### src/rtl/px_word_align.sv
// Training-pattern word aligner: sweeps the gearbox slip until the word matches
// TRAIN_PATTERN for MATCH_CNT cycles. Optional loss monitor: ALIGN_LOCK_MONITOR_EN.
module px_word_align #(
  parameter logic [11:0] TRAIN_PATTERN = 12'h03F,
  parameter int unsigned SETTLE_CYCLES = 32'd4,
  parameter int unsigned MATCH_CNT     = 32'd16,
  parameter int unsigned LOSS_CNT      = 32'd4
) (
  input  logic        px_clk,
  input  logic        px_reset_n,
  input  logic [11:0] din,
  input  logic        align_start,
  input  logic        train_active,
  output logic [3:0]  slip_num,
  output logic        busy,
  output logic        aligned,
  output logic        align_fail
);

  typedef enum logic [2:0] {
    ST_IDLE   = 3'd0,
    ST_SETTLE = 3'd1,
    ST_CHECK  = 3'd2,
    ST_NEXT   = 3'd3,
    ST_LOCKED = 3'd4,
    ST_FAIL   = 3'd5
  } state_t;

  localparam logic [3:0] SETTLE_LAST = 4'(SETTLE_CYCLES - 32'd1);
  localparam logic [7:0] MATCH_LAST  = 8'(MATCH_CNT - 32'd1);
  localparam logic [7:0] LOSS_LAST   = 8'(LOSS_CNT - 32'd1);
  localparam logic [3:0] SLIP_MAX    = 4'd11;

  state_t      state_r, next_state_s;
  logic [3:0]  settle_cnt_r, settle_cnt_s;
  logic [7:0]  match_cnt_r, match_cnt_s;
  logic [3:0]  slip_num_r, slip_num_s;
  logic        busy_r, busy_s;
  logic        aligned_r, aligned_s;
  logic        align_fail_r, align_fail_s;
  logic        restart_s;
  logic        din_match_s;

`ifdef ALIGN_LOCK_MONITOR_EN
  logic [7:0]  loss_cnt_r, loss_cnt_s;
`else
  logic [8:0]  unused_s;
  assign unused_s = {train_active, LOSS_LAST};
`endif

  assign din_match_s = (din == TRAIN_PATTERN);

  assign slip_num   = slip_num_r;
  assign busy       = busy_r;
  assign aligned    = aligned_r;
  assign align_fail = align_fail_r;

  // Next-state and next-output decode for the search sequencer.
  always_comb begin
    next_state_s = state_r;
    settle_cnt_s = settle_cnt_r;
    match_cnt_s  = match_cnt_r;
    slip_num_s   = slip_num_r;
    busy_s       = busy_r;
    aligned_s    = aligned_r;
    align_fail_s = align_fail_r;
    restart_s    = 1'b0;
`ifdef ALIGN_LOCK_MONITOR_EN
    loss_cnt_s   = loss_cnt_r;
`endif

    case (state_r)
      ST_IDLE, ST_FAIL: begin
        if (align_start) begin
          restart_s = 1'b1;
        end else begin
          restart_s = 1'b0;
        end
      end

      ST_LOCKED: begin
`ifdef ALIGN_LOCK_MONITOR_EN
        // A start request and a loss trip collapse into the same single restart.
        if (align_start) begin
          restart_s = 1'b1;
        end else if (train_active && !din_match_s) begin
          if (loss_cnt_r >= LOSS_LAST) begin
            restart_s = 1'b1;
          end else begin
            loss_cnt_s = loss_cnt_r + 8'd1;
          end
        end else begin
          loss_cnt_s = 8'd0;
        end
`else
        if (align_start) begin
          restart_s = 1'b1;
        end else begin
          restart_s = 1'b0;
        end
`endif
      end

      ST_SETTLE: begin
        if (settle_cnt_r >= SETTLE_LAST) begin
          next_state_s = ST_CHECK;
          match_cnt_s  = 8'd0;
        end else begin
          settle_cnt_s = settle_cnt_r + 4'd1;
        end
      end

      ST_CHECK: begin
        if (din_match_s) begin
          match_cnt_s = (match_cnt_r == 8'hFF) ? 8'hFF : match_cnt_r + 8'd1;
          if (match_cnt_r >= MATCH_LAST) begin
            next_state_s = ST_LOCKED;
            aligned_s    = 1'b1;
            busy_s       = 1'b0;
          end else begin
            next_state_s = ST_CHECK;
          end
        end else begin
          next_state_s = ST_NEXT;
        end
      end

      ST_NEXT: begin
        if (slip_num_r < SLIP_MAX) begin
          slip_num_s   = slip_num_r + 4'd1;
          settle_cnt_s = 4'd0;
          next_state_s = ST_SETTLE;
        end else begin
          slip_num_s   = 4'd0;
          align_fail_s = 1'b1;
          busy_s       = 1'b0;
          next_state_s = ST_FAIL;
        end
      end

      default: begin
        next_state_s = ST_IDLE;
        settle_cnt_s = 4'd0;
        match_cnt_s  = 8'd0;
        slip_num_s   = 4'd0;
        busy_s       = 1'b0;
        aligned_s    = 1'b0;
        align_fail_s = 1'b0;
      end
    endcase

    if (restart_s) begin
      next_state_s = ST_SETTLE;
      settle_cnt_s = 4'd0;
      slip_num_s   = 4'd0;
      busy_s       = 1'b1;
      aligned_s    = 1'b0;
      align_fail_s = 1'b0;
`ifdef ALIGN_LOCK_MONITOR_EN
      loss_cnt_s   = 8'd0;
`endif
    end else begin
      next_state_s = next_state_s;
    end
  end

  // State, counter and output registers.
  always_ff @(posedge px_clk or negedge px_reset_n) begin
    if (!px_reset_n) begin
      state_r      <= ST_IDLE;
      settle_cnt_r <= 4'd0;
      match_cnt_r  <= 8'd0;
      slip_num_r   <= 4'd0;
      busy_r       <= 1'b0;
      aligned_r    <= 1'b0;
      align_fail_r <= 1'b0;
`ifdef ALIGN_LOCK_MONITOR_EN
      loss_cnt_r   <= 8'd0;
`endif
    end else begin
      state_r      <= next_state_s;
      settle_cnt_r <= settle_cnt_s;
      match_cnt_r  <= match_cnt_s;
      slip_num_r   <= slip_num_s;
      busy_r       <= busy_s;
      aligned_r    <= aligned_s;
      align_fail_r <= align_fail_s;
`ifdef ALIGN_LOCK_MONITOR_EN
      loss_cnt_r   <= loss_cnt_s;
`endif
    end
  end

endmodule

### config.mk
export PLATFORM = sky130hd
export DESIGN_NAME = px_word_align
export DESIGN_NICKNAME = d
export VERILOG_FILES = /design/src/rtl/px_word_align.sv
export SDC_FILE = /design/constraint.sdc
export NUM_CORES = 1
export LEC_CHECK = 0
export ABC_CLOCK_PERIOD_IN_PS = 1800
export BUFFER_PORTS_ARGS = -buffer_cell sky130_fd_sc_hd__buf_2
export CORE_UTILIZATION = 49
export CTS_CLUSTER_DIAMETER = 60
export DETAILED_ROUTE_END_ITERATION = 10
export PLACE_DENSITY_LB_ADDON = 0.25
export SLEW_MARGIN = 20
export SYNTH_ARGS = -nofsm -noshare
export SYNTH_HDL_FRONTEND = slang
export SYNTH_SLANG_ARGS = --single-unit
### constraint.sdc
create_clock -name px_clk -period 1.8 [get_ports px_clk]
set_clock_uncertainty 0.2 [all_clocks]
set_input_delay 0.09 -clock px_clk [delete_from_list [all_inputs] [get_ports px_clk]]
set_output_delay 0.09 -clock px_clk [all_outputs]
set_load 0.005 [all_outputs]
==> results.md <==
* Worst-margin pin slew at 0.484 ns
* Starting DRT DRC Count at 21
* Final setup viols at 0
* Die height at around 54 µm
* Failing checks: hold timing
* Seq/Total Area, Yosys at between 40% and 50%
* Worst hold slack at -0.0144 ns
* Combinational fraction of design power at between 40 and 50%
* Num CTS Buffers at 3
* Switch Pwr at about 0.64 mW
* Commonest register cell after synthesis: dfrtp_1
* CORE AREA at between 0.002 and 0.0025 mm²
* Synth Area in Simple Gates at about a quarter
* DIE AREA at ~0.0029 mm²
* Mean Syn Cell Area at 9.63 µm²
* Worst-path fanout max at 4
* First-pass GRT wire length at 4840 µm
* Flop2flop setup slack at about 0.037 ns
* Flop pwr share at 39.3%
* Hold buffer count at cts at 2
* Final GP Congestion at around 0.76
* Max IR drop VDD at between 0.8 and 0.9 mV
* Synth warnings at 0
* Layout cells sized above 1 at around 36%
* Root Buffer: clkbuf_4
* CTS tree: done
* Synth Register Bits at 22
* Final worst setup slack at approximately 0.037 ns
* Final instance area at between 0.0015 and 0.002 mm²
* Clock slew at reported path FFs at roughly 0.13 ns
* Via count at 1219
* Max-cap violations at 0
* Pre-CTS setup slack at -0.0260 ns
* Leakage power at 0.776 nW
* Critical Path Source Type: register
* Final Cycle Share at between 90% and 100%
* XOR/XNOR Fraction of Synth Area at less than 1%
* Initial antenna violation count at 0
* Placed cell areas at ~0.0015 mm²
* DIE WIDTH at roughly 54 µm
* Clock share of power at ~16%
* Hold crit path type: input port to register
* GR Overflow Total at 0
* Worst skew pair latency at between 0.3 and 0.4 ns
* CTS HTree Levels at 1
* Fin nets at 196
* Pint at roughly 1.1 mW
* Critical path class: register to register
* Outcome: finished with violations
* WL/cell at roughly 14 µm
* Synth area leaders: dfrtp_1 (42%), nand2_1 (3.8%), a21o_1 (3.5%)
* Mux cell area share after synthesis at approximately 2.5%
* Max-slew violation count at 0
* Largest family of logic cells by synthesized area: simple AND/OR/NAND/NOR gates
* Switching Share at between 30% and 40%
* Synth async-reset ratio at 100%
* Row count at 18
* Clk sinks at 22
* Diode count at 0
* Fin crit period at between 1.5 and 2 ns
* Most common cell after layout, fill and taps aside: buf_2
* P per Cell Area at 1050 mW/mm²
* DR DRC count at 0
* Port bufs at 21
* Total GRT Usage at approximately a quarter
* Crit. End Element: register
* P&R area growth vs syn at 29.4%
* Commonest non-fill, non-tap cells in the layout: buf_2 (21), dfrtp_1 (20), buf_4 (19), nand2_1 (13), a21oi_1 (8)
* Count of different cell masters after synthesis at 47
* CTS max path bufs at 2
* Post-synthesis cell count at roughly 140
* Post-Syn Area at between 0.001 and 0.0015 mm²
* WP data arrival at between 1.5 and 2 ns
* Routed Wire Length at approximately 3000 µm
* Synth top area share at between 40% and 50%
* Fmax achieved at ~0.57 GHz
* Slew HR at 67.4%
* Syn_nets at 154
* Number of global-route vias before repair at about 1200
* Fin. Hold Viols at 1
* Largest net degree at the start of global routing at 23
* Antenna-violating nets left at 0
* DP HPWL at roughly 2300 µm
* # IOs at 23
* Worst Path Required at 1.81 ns
* DR pass1 iterations at 4
* Area share of fa/ha/maj cells after synthesis at 2.89%
* Initial core utilization at 52.0%
* Post-synth EDFFs at 0
* Compound-gate portion of the synthesized area at a little under a quarter
* Drt via density at 5.92
* Synth area leader: dfrtp_1
[flip-flops by register name, summed over array words and instances (netlist names)]
name,cells
aligned,1
state_r,3
settle_cnt_r,4
slip_num,4
match_cnt_r,8
align_fail,1
busy,1
[cells in the mapped netlist (all sizes together), types with 4 or more instances]
cell type   n
a21o        6
a21oi       8
a31oi       5
buf         4
dfrtp      22
nand2      13
nand3       7
nor2        7
[layout make-up]
| type | instances | area [µm²] |
|---|---|---|
| flip-flops and latches | 22 | 553 |
| fillers | 205 | 818 |
| well taps | 30 | 37.5 |
| multi-input cells | 105 | 776 |
| clock buffers | 4 | 36.3 |
| repair buffers | 42 | 268 |
| inverters | 3 | 11.3 |
[power groups by stage]
stage | registers (mW) | clock network (mW) | logic [mW]
floorplan | 0.646 | 0 | 0.475
global placement | 0.681 | 0 | 0.670
detailed placement | 0.689 | 0 | 0.702
CTS | 0.678 | 0.289 | 0.719
global route | 0.707 | 0.310 | 0.874
finish | 0.691 | 0.283 | 0.786
[cell families after synthesis]
| family | count (synthesis) |
|---|---|
| adder cells (fa/ha/maj) | 3 |
| AND/OR/NAND/NOR | 57 |
| buffers and inverters | 8 |
| XOR/XNOR | 1 |
| AO/OA/AOI/OAI | 41 |
| flip-flops | 22 |
| multiplexers | 3 |
[metal layers]
metal  up-vias  routed length (µm)  GRT usage (%)
met1       595                1210           25.8
met3         5                  83           4.60
met2        20                1620           44.8
met4         0                  42           10.5
li1        599                   -              -
met5         -                   0              0
[worst max-delay path, cell delays in order, from the launching register on]
cell,delay [ns]
dfrtp_1,0.38
ha_2,0.22
nor3_4,0.05
o31ai_4,0.27
a21o_1,0.19
mux2_2,0.35
[repair_timing]
action,in CTS,in global routing
pin swaps,0,5
hold endpoints to repair,25,1
resized for setup,3,12
endpoints found under the setup margin,5,14
setup buffers,0,3
[path summary, 6_finish.rpt]
| check | from | endpoint | cells past startpoint |
|---|---|---|---|
| max | settle_cnt_r[1] | match_cnt_r[0] | 5 |
| min | din[8] | aligned | 5 |
| max reg2reg | settle_cnt_r[1] | match_cnt_r[0] | 5 |
| min reg2reg | settle_cnt_r[1] | settle_cnt_r[1] | 1 |
| max in group asynchronous | px_reset_n | state_r[0] | 2 |
| min in group asynchronous | px_reset_n | match_cnt_r[4] | 2 |
[stage by stage]
stage | TNS, ns | std cells | power [mW] | utilization (%)
global placement | 0 | 197 | 1.35 | 61.7
detailed placement | -0.0740 | 197 | 1.39 | 61.7
CTS | -0.0501 | 203 | 1.69 | 64.2
floorplan | 0 | 135 | 1.12 | -
global route | -0.151 | 206 | 1.89 | 67.3
finish | 0 | 206 | 1.76 | 67.3
No activity file was read; power rests on OpenSTA's default activity.
